==> src/rtl/uart_rx.sv <==
// 8N1 UART receiver: synchronises rx_in, qualifies the start bit at mid-bit and samples
// each bit at its centre, producing a one-cycle valid strobe or framing-error strobe.
module uart_rx #(
  parameter int CLKS_PER_BIT = 16,
  parameter int SYNC_STAGES  = 2
) (
  input  logic       clk,
  input  logic       reset_n,
  input  logic       rx_in,
  output logic [7:0] rx_data,
  output logic       rx_valid,
  output logic       frame_err,
  output logic       rx_busy
);

  localparam int CNT_W = $clog2(CLKS_PER_BIT);
  localparam logic [CNT_W-1:0] CNT_MAX  = CNT_W'(CLKS_PER_BIT - 1);
  localparam logic [CNT_W-1:0] CNT_HALF = CNT_W'((CLKS_PER_BIT - 1) / 2);

  typedef enum logic [2:0] {
    ST_IDLE  = 3'd0,
    ST_START = 3'd1,
    ST_DATA  = 3'd2,
    ST_STOP  = 3'd3,
    ST_BRK   = 3'd4
  } state_t;

  state_t           state_r, state_s;
  logic [SYNC_STAGES-1:0] sync_r;
  logic             rx_s;
  logic [CNT_W-1:0] clk_cnt_r, clk_cnt_s;
  logic [2:0]       bit_idx_r, bit_idx_s;
  logic [7:0]       shift_r, shift_s;
  logic [7:0]       data_s;
  logic             valid_s, ferr_s;

  // Synchroniser flops reset high so reset release never looks like a start edge.
  always_ff @(posedge clk or negedge reset_n) begin
    if (!reset_n) begin
      sync_r <= '1;
    end else begin
      sync_r <= {sync_r[SYNC_STAGES-2:0], rx_in};
    end
  end

  assign rx_s = sync_r[SYNC_STAGES-1];

  // State, counters, shift register and registered outputs.
  always_ff @(posedge clk or negedge reset_n) begin
    if (!reset_n) begin
      state_r   <= ST_IDLE;
      clk_cnt_r <= '0;
      bit_idx_r <= 3'd0;
      shift_r   <= 8'h00;
      rx_data   <= 8'h00;
      rx_valid  <= 1'b0;
      frame_err <= 1'b0;
      rx_busy   <= 1'b0;
    end else begin
      state_r   <= state_s;
      clk_cnt_r <= clk_cnt_s;
      bit_idx_r <= bit_idx_s;
      shift_r   <= shift_s;
      rx_data   <= data_s;
      rx_valid  <= valid_s;
      frame_err <= ferr_s;
      rx_busy   <= (state_s != ST_IDLE);
    end
  end

  // Next-state and next-value logic.
  always_comb begin
    state_s   = state_r;
    clk_cnt_s = clk_cnt_r;
    bit_idx_s = bit_idx_r;
    shift_s   = shift_r;
    data_s    = rx_data;
    valid_s   = 1'b0;
    ferr_s    = 1'b0;
    case (state_r)
      ST_IDLE: begin
        if (!rx_s) begin
          clk_cnt_s = '0;
          state_s   = ST_START;
        end else begin
          state_s = ST_IDLE;
        end
      end
      ST_START: begin
        if (clk_cnt_r == CNT_HALF) begin
          clk_cnt_s = '0;
          bit_idx_s = 3'd0;
          // A line that is high again at mid-start was only a glitch.
          state_s   = rx_s ? ST_IDLE : ST_DATA;
        end else begin
          clk_cnt_s = clk_cnt_r + CNT_W'(1);
        end
      end
      ST_DATA: begin
        if (clk_cnt_r == CNT_MAX) begin
          clk_cnt_s = '0;
          shift_s   = {rx_s, shift_r[7:1]};
          if (bit_idx_r == 3'd7) begin
            state_s = ST_STOP;
          end else begin
            bit_idx_s = bit_idx_r + 3'd1;
          end
        end else begin
          clk_cnt_s = clk_cnt_r + CNT_W'(1);
        end
      end
      ST_STOP: begin
        if (clk_cnt_r == CNT_MAX) begin
          clk_cnt_s = '0;
          if (rx_s) begin
            data_s  = shift_r;
            valid_s = 1'b1;
            state_s = ST_IDLE;
          end else begin
            ferr_s  = 1'b1;
            state_s = ST_BRK;
          end
        end else begin
          clk_cnt_s = clk_cnt_r + CNT_W'(1);
        end
      end
      ST_BRK: begin
        // Held-low line: stay here so only one frame_err is reported.
        if (rx_s) begin
          state_s = ST_IDLE;
        end else begin
          state_s = ST_BRK;
        end
      end
      default: begin
        state_s   = ST_IDLE;
        clk_cnt_s = '0;
        bit_idx_s = 3'd0;
      end
    endcase
  end

endmodule
==> config.mk <==
export PLATFORM = sky130hd
export DESIGN_NAME = uart_rx
export DESIGN_NICKNAME = d
export VERILOG_FILES = /design/src/rtl/uart_rx.sv
export SDC_FILE = /design/constraint.sdc
export NUM_CORES = 1
export LEC_CHECK = 0
export CORE_MARGIN = 2
export CORE_UTILIZATION = 49
export CTS_CLUSTER_DIAMETER = 120
export DETAILED_ROUTE_END_ITERATION = 6
export PLACE_DENSITY_LB_ADDON = 0.08
export SKIP_CTS_REPAIR_TIMING = 1
export SYNTH_ARGS = -nofsm -noshare
export SYNTH_HDL_FRONTEND = slang
export SYNTH_SLANG_ARGS = --single-unit
==> constraint.sdc <==
create_clock -name clk -period 1.6 [get_ports clk]
set_input_delay 0.32 -clock clk [delete_from_list [all_inputs] [get_ports clk]]
set_output_delay 0.32 -clock clk [all_outputs]
set_load 0.02 [all_outputs]
Yosys cells after proc, flatten, opt, wreduce, memory -nomap -nowiden
Index checks and enable logic that the tools add are counted. Widths: inputs -> output; s select.

Register bits after elaboration: 31. Bits of input ports: 3.

Add/subtract/negate cells: 2. Equal/unequal tests: 11. Multiplexer cells: 22. Bitwise logic cells: 2. Reduce and logical (&&, ||, !) cells: 8.

Operators by type and width (number): $mux 3 (8); $pmux 4 s4 (1); $pmux 3 s5 (1); $mux 4 (3); $pmux 3 s3 (1); $ne 2x2->1 const B (4); $mux 1 (7); $eq 3x2->1 const B (2); $eq 3x3->1 const B (2); $add 4x1->4 const B (1); $eq 4x3->1 const B (1); $eq 4x4->1 const B (1); $reduce_and 2->1 (2); $reduce_and 4->1 (1); $add 3x1->3 const B (1); $eq 3x1->1 const B (1); $logic_not 3->1 (1); $reduce_and 3->1 (1); $reduce_bool 3->1 (1); $reduce_or 3->1 (1); $mux 2 (1); $not 1->1 (2); $reduce_or 2->1 (1).

Depth between registers and ports, before layout
Gate-level depths: netlist of run 1.

Depth in word-level cells: 5. Depth in mapped cells: 5.

Worst setup path after synthesis of run 1
OpenSTA, ideal clock, no wires.

Kind: register to register. Start point: register clk_cnt_r[0]. End point: register rx_data[0]. Arrival time: 1.537 ns. Setup slack: -0.062 ns. Cell stages (with the launch flop): 5. Cells stage by stage: dfrtp_1 -> ha_1 -> nand4b_4 -> nor4_4 -> mux2_2.

Word-level cells in the longest chain between the ends: 2.

RTL lines: start: declaration (line 31) `logic [CNT_W-1:0] clk_cnt_r, clk_cnt_s;`; start signal: assignment (line 61) `clk_cnt_r <= clk_cnt_s;`; $eq 4x4->1 (line 113) `if (clk_cnt_r == CNT_MAX) begin`; $reduce_and 3->1 (no source line); end signal: assignment (line 64) `rx_data <= data_s;`; end: declaration (line 10) `output logic [7:0] rx_data,`.

Every way passes these cells. A chain may end at the register's enable or synchronous reset.

Worst setup path after layout of run 1
Start point: register clk_cnt_r[1]. End point: register rx_data[0].

Same word-level chain as after synthesis.

==> summary by stage, run 1 <==
Route
After detailed routing, the number of remaining DRC violations is 0. Before antenna repair, the detailed router went through 4 iterations. The per-cell via count in the routed design is 5.65. The post-detailed-routing wire length is 2710 um.

The violation count after the first detailed-route iteration is 19. The average wire per standard cell is 15.5 um. For this block, the via count after detailed routing is a little under 1k.

The detail route stage leaves a number of antenna-violating nets equal to 0.

Finish
Leaving out fill and tap cells, the most frequent cells in the layout are sky130_fd_sc_hd__dfrtp_1 (29), sky130_fd_sc_hd__mux2_2 (15), sky130_fd_sc_hd__buf_4 (13). Cells with a size suffix above 1 make up 36.8% of the layout. The number of fill cells in the layout is approximately 200. The signed area change from the synthesized netlist to the final layout is 30.4%.

The number of nets in the finished design is ~150. The library cell used most frequently in the layout, excluding fill and tap cells, is sky130_fd_sc_hd__dfrtp_1. 0 antenna diodes ended up in the layout. The area occupied by registers is about 800 um^2. The multi-input combinational cells in the finished layout cover a total of roughly 650 um^2. The finished cells cover roughly 1800 um^2.

Clock tree
TritonCTS built the clock tree. The CTS sink count is 31. The maximum buffer depth of the clock tree is 2. The clock-pin slew of the registers on the worst-case setup and hold paths is roughly 0.10 ns.

The tree is rooted in a sky130_fd_sc_hd__clkbuf_4. The H-tree generated during clock tree synthesis spans 2 levels. The clock insertion delay at the later pin of the skew report is between 0.3 and 0.4 ns. Counting the buffers created by CTS gives 5.

Worst setup path
In this run the register-to-register setup slack is ~0.037 ns. The kind of end point of the critical path is a flop. The type of the worst setup path is reg2reg. For the worst flop-to-flop path, the logic depth is 5. The total buffers and inverters traversed by the critical path is 1.

The arrival time at the worst endpoint is 1.77 ns. The capturing point of the worst reg2reg path is rx_data[0]. Walking the worst path, the cells encountered are ha_4 > nand4b_4 > nor4_4 > buf_6 > mux2_2.

Of all nets on the critical path, the largest fanout is 9. The highest cell delay on the worst timing path is 0.44 ns. Grouping stages by cell kind, the critical path spends the most delay in flip-flops. The most critical setup path has its startpoint at clk_cnt_r[1]. The element type at the critical path start is a flop.

The reg-to-reg startpoint is clk_cnt_r[1]. The slowest stage of the critical path is the sky130_fd_sc_hd__dfrtp_1 cell. The required arrival time at the worst endpoint is between 1.5 and 2 ns.

Timing
The worst relative slew slack is between 70 and 80%. The final number of hold-violating endpoints was 0. The maximum clock frequency is around 0.64 GHz. The post-route clock period utilization is 97.7%.

The final count of negative-setup-slack endpoints is 0. The final number of max-transition violations is 0. The worst-margin pin slew is approximately 0.33 ns. For the finished layout, the period the worst path requires is 1.56 ns. The final setup skew is 0.0120 ns.

Floorplanning
The area of the die is between 3000 and 4000 um^2. The core region is around 2800 um^2. The I/O pin count is 14.

The die extent in y is around 58 um. The initial utilization of the core area, before any placement, comes to ~51%. The width of the chip is just under 60 um.

After floorplanning, the core was divided into 19 placement rows.

Global routing
For this run the aggregate overflow at the end of global routing stands at 0. The number of global-route vias before repair is between 900 and 1k. The largest net degree at the start of global routing is 32. The initial antenna violation count was 0. The first-pass GRT wire length is between 4000 and 5000 um. For this run, the total global-route usage over all layers was measured as about a fifth.

Logic synthesis
The mapped netlist covers about 1400 um^2. The sequential cell area fraction in the yosys report is a little over half. The number of nets in the synthesized netlist is around 120.

For this run, the number of Yosys warnings is 0. The number of synthesized register bits is 31. The synthesized instance count is 112.

For this run, asynchronously set or reset flops after synthesis account for 100%. The average cell area after synthesis is between 10 and 15 um^2. The count of flip-flops with a built-in enable after synthesis is 0. For this run, the leading register cell type out of synthesis is sky130_fd_sc_hd__dfrtp_1.

After synthesis, the netlist uses 41 different library cells.

Place
Detailed placement finished with a half-perimeter wire length of between 1500 and 2000 um. The instance area at placement is approximately 1700 um^2. The routability-driven placement congestion ratio is approximately 0.82. The count of input and output buffers is 13.

Hold path
The min-delay analysis places its worst path in the category in2async.

Power and ir drop
The power density over cell area is between 1000 and 1500 nW/um^2. VDD sags by at most approximately 950 uV. For this design the static power due to leakage is just over 1 nW.

Total power for the finished layout comes to roughly 2.4 mW.

Run status
The flow ran to the end, and the final reports show no timing, DRC or antenna violations.

Job
Max-cap violations in this run came to 0.
-- state kept, by name, summed over array words and instances, names as in the netlist --
name       flops
shift_r        8
rx_data        8
rx_valid       1
rx_busy        1
frame_err      1
bit_idx_r      3
state_r        3
clk_cnt_r      4
sync_r         2
-- where the power goes --
group,total [mW],internal [mW],switching (mW)
sequential,0.990,0.889,0.102
clock,0.435,0.171,0.264
combinational,0.976,0.479,0.497
total,2.40,1.54,0.863
-- cell usage after synthesis, drive strengths merged, types with 3 or more instances --
| master | count | share of area [%] |
|---|---|---|
| dfrtp | 29 | 51 |
| mux2 | 17 | 14 |
| inv | 6 | 1.6 |
| nand2 | 5 | 1.3 |
| nor2 | 5 | 1.3 |
| a21oi | 4 | 1.4 |
| buf | 4 | 1.5 |
| a31oi | 3 | 1.3 |
| ha | 3 | 2.7 |
| nand3 | 3 | 1.1 |
-- final cells by class --
class	instances	share of cell area (%)
timing repair buffer	30	16.7
inverter	6	1.22
tap	31	2.10
sequential	31	42.1
clock buffer	7	2.44
multi-input combinational	69	35.1
clock inverter	1	0.271
-- per-stage QoR --
step | utilization, % | hold WS [ns] | setup slack (ns) | TNS [ns] | instances
floorplan | - | 0.0244 | 0.0109 | 0 | 112
global placement | 60.9 | 0.346 | -0.0220 | -0.0220 | 163
detailed placement | 60.9 | 0.348 | -0.00458 | -0.00611 | 163
CTS | 62.7 | 0.331 | -0.0678 | -0.376 | 171
global route | 67.0 | 0.352 | -0.0371 | -0.130 | 175
finish | 67.0 | 0.340 | 0.0368 | 0 | 175
-- cell families (layout without fill, tap and decap cells) --
logic type / count (synthesis) / in the layout / synth area share, %
flip-flops: 31 / 31 / 54.9
adder cells (fa/ha/maj): 3 / 3 / 2.65
AND/OR/NAND/NOR: 26 / 26 / 13.0
buffers and inverters: 12 / 44 / 3.62
XOR/XNOR: 1 / 1 / 0.618
multiplexers: 17 / 17 / 13.5
AO/OA/AOI/OAI: 22 / 22 / 11.7
-- routing by layer --
layer	share of wire (%)	global-route usage, %
met1	47	24.3
met2	46	27.9
met5	0	0
met4	2.7	10.3
met3	4.5	6.47
-- worst max-delay path by stage --
stage | to | slack (ns) | depth (start not counted)
2_1_floorplan | rx_data[0] | 0.01 | 4
3_3_place_gp | bit_idx_r[0] | -0.02 | 5
3_5_place_dp | bit_idx_r[2] | -0.005 | 5
4_1_cts | rx_data[4] | -0.07 | 1
5_1_grt | rx_data[0] | -0.04 | 5
6_report | rx_data[0] | 0.04 | 5
Note: power is estimated with default switching activity, not from simulation.
==> run 2: changes to the inputs <==
--- a/config.mk
+++ b/config.mk
@@ -5,7 +5,7 @@
 export SDC_FILE = /design/constraint.sdc
 export NUM_CORES = 1
 export LEC_CHECK = 0
-export CORE_MARGIN = 2
+export CORE_MARGIN = 1.5
 export CORE_UTILIZATION = 49
 export CTS_CLUSTER_DIAMETER = 120
 export DETAILED_ROUTE_END_ITERATION = 6
==> run 2 against run 1 <==
- global-route usage grew 1.9 points
- routed wire length increased by 7.2%
- setup slack lost 0.023 ns
- clock power rose by 6.7%
- largest power group unchanged
- critical path type unchanged
- via count rose by 2.4%
- critical path depth is the same
- highest routed layer unchanged
- core utilization is the same
- first-iteration DRC count is 42% higher
- sequential power hardly changed
- non-clock buffer count decreased by 4
- flip-flop and latch count is the same
- sequential share of layout area unchanged
==> summary by stage, run 2 (same netlist as run 1, synthesis figures left out) <==
Timing
The final number of hold-violating endpoints was 0. The worst path meets setup with 0.0134 ns of slack. The worst hold slack after final layout is ~0.33 ns.

The worst-margin pin slew is around 0.34 ns. Counting I/O delays and the setup requirement, the final critical path takes roughly 1.6 ns. Setup repair after global routing could not meet its margin everywhere.

The final number of max-transition violations came to 0. The worst relative slew slack is 77.0%. The worst path uses around 100% of the clock period. The maximum clock frequency is roughly 0.63 GHz. Setup violations remaining at the end of the flow were counted as 0. The final setup skew is around 0.010 ns.

Route
Dividing the detail-routed via count by the number of cells gives 5.92. In this run the remaining antenna-violating nets after routing total 0. In this run, the number of DRC markers left after iteration 0 of detailed routing was 27. After detailed routing, the number of remaining DRC violations is 0. The average wire per standard cell is 17.0 um. The post-detailed-routing wire length is just under 3000 um. For this run, the detailed router's first-pass iteration total came to 4. The total number of vias is roughly 1.0k.

Floorplanning
The initial utilization of the core area, before any placement, comes to between 50% and 60%. The die covers approximately 3200 um^2. The width of the chip is between 50 and 60 um. 14 I/O pins were placed. The floorplan step defined a core boundary enclosing ~2800 um^2. The number of placement rows is 19. From bottom edge to top edge, the die measures about 57 um.

Worst setup path
The kind of cell with the highest combined delay along the critical path is flip-flops. The setup path with the least slack is of type reg2reg. Together, buffers and inverters on the worst path number 1. The length in cells of the worst reg-to-reg path is 5.

For this run, the slowest stage of the critical path takes about 0.44 ns. The worst setup path is captured at a flop. The signal on the critical path passes through ha_4 > nand4b_4 > nor4_4 > buf_6 > mux2_2. The worst register-to-register path begins at clk_cnt_r[1]. STA classifies the critical path startpoint as a flop. The capturing point of the worst reg2reg path is rx_data[1]. Along the worst path, the maximum fanout reaches 9. The slowest stage of the critical path belongs to the cell sky130_fd_sc_hd__dfrtp_1. For the worst setup path, the data required time is about 1.8 ns.

The arrival time at the worst endpoint is around 1.8 ns. The setup slack of the most critical reg-to-reg path is about 0.013 ns.

Place
Summed over all nets, the half-perimeter wirelength after detailed placement is ~1900 um. The minimum setup slack after placement is -0.0413 ns. The count of input and output buffers is 13. The routability-driven placement congestion ratio is just under 0.8.

Counting tap cells, the placed design contains a total of roughly 160 instances.

Clock tree
The TritonCTS clock tree is done. The number of buffers added by the clock tree synthesis step is 5. Clock tree synthesis found a total of 31 sinks.

The maximum buffer depth of the clock tree is 2. Clock-pin slew was measured on the worst setup and hold paths at ~0.11 ns. CTS placed an instance of sky130_fd_sc_hd__clkbuf_4 at the clock tree root. The clock reaches the later pin of the worst-skew pair after roughly 0.34 ns.

The CTS H-tree depth is 2.

Global routing
The initial antenna violation count is 0. The global-route layer with the greatest usage is met2. Entering global routing, the biggest net connects 32 pins. The global-route usage over all layers is between 20 and 25%. The first global-routing pass estimated ~4900 um of wire. Global routing used about a quarter of the available met1 tracks. The fraction of met3 tracks used by global routing is 7.37%. For met2 alone, demand over resource in global routing was about 32%.

The number of global-route vias before repair is around 1.1k. Summed over all layers, the global routing overflow is 0.

Power and ir drop
The static leakage is between 1 and 1.5 nW. The internal power is 1.50 mW. Combinational logic burns around 40% of the power. The power share of the clock group is about a fifth. The switching part of the total is 38.0%. Summed over all nets, the switching power comes to just over 0.9 mW. The maximum VDD drop is between 900 and 1000 uV. The power density over cell area is approximately 1300 nW/um^2. The sequential power share is about two fifths.

Finish
In the final layout, the share of cells above drive strength 1 is 37.1%. The count of antenna diodes in the layout is 0. In the final layout, the registers with the most flip-flops are rx_data: 8 flops, shift_r: 8 flops, clk_cnt_r: 4 flops. The filler-free cell count of the finished design is 171. The layout has between 150 and 200 filler cells. The signed area change from the synthesized netlist to the final layout is 30.4%. The number of nets in the finished design is 145. The commonest non-fill, non-tap cell in the layout is sky130_fd_sc_hd__dfrtp_1. In the layout the commonest cells are sky130_fd_sc_hd__dfrtp_1 (29), sky130_fd_sc_hd__mux2_2 (11), sky130_fd_sc_hd__dlymetal6s2s_1 (11).

Job
Max-cap violations in this run came to 0.

Hold path
The path class of the lowest-slack min-delay path is in2async.

Run status
The flow ran to the end, and the final reports show no timing, DRC or antenna violations.
run 2: final cells by class:
type                            count  area [um^2]  area share (%)
Multi-Input combinational cell     69          662            35.8
Tap cell                           31         38.8            2.10
Sequential cell                    31          778            42.1
Timing Repair Buffer               26          288            15.6
Inverter                            6         22.5            1.22
Clock buffer                        5         37.5            2.03
Clock inverter                      3         20.0            1.08
run 2: how the worst max path moves through the flow:
stage	from	end	slack, ns	depth (start not counted)
final	clk_cnt_r[1]	rx_data[1]	0.01	5
after global routing	clk_cnt_r[1]	rx_data[6]	-0.07	5
after CTS	bit_idx_r[0]	bit_idx_r[0]	-0.11	5
after detailed placement	bit_idx_r[0]	bit_idx_r[0]	-0.04	5
after global placement	bit_idx_r[0]	bit_idx_r[0]	0.03	5
after floorplan	clk_cnt_r[0]	rx_data[0]	0.01	4
run 2: stage by stage:
stage	total power, mW	TNS, ns	util [%]	cell area, um^2
after floorplan	1.57	0	-	1430
after global placement	1.81	0	61.1	1680
after detailed placement	1.83	-0.0763	61.1	1680
after CTS	2.30	-0.633	63.2	1740
after global routing	2.57	-0.562	67.0	1850
final	2.41	0	67.0	1850
run 2: power groups by stage:
stage / registers, mW / clock network [mW] / logic, mW
floorplan: 0.993 / 0 / 0.573
global placement: 1.00 / 0 / 0.802
CTS: 0.992 / 0.480 / 0.832
global route: 1.00 / 0.508 / 1.05
finish: 0.992 / 0.464 / 0.955
detailed placement: 1.01 / 0 / 0.825
run 2: layer usage:
metal	part of all wire, %	vias to the layer above
li1	-	467
met1	44	511
met2	49	29
met3	5.1	5
met4	1.7	0
met5	0	-
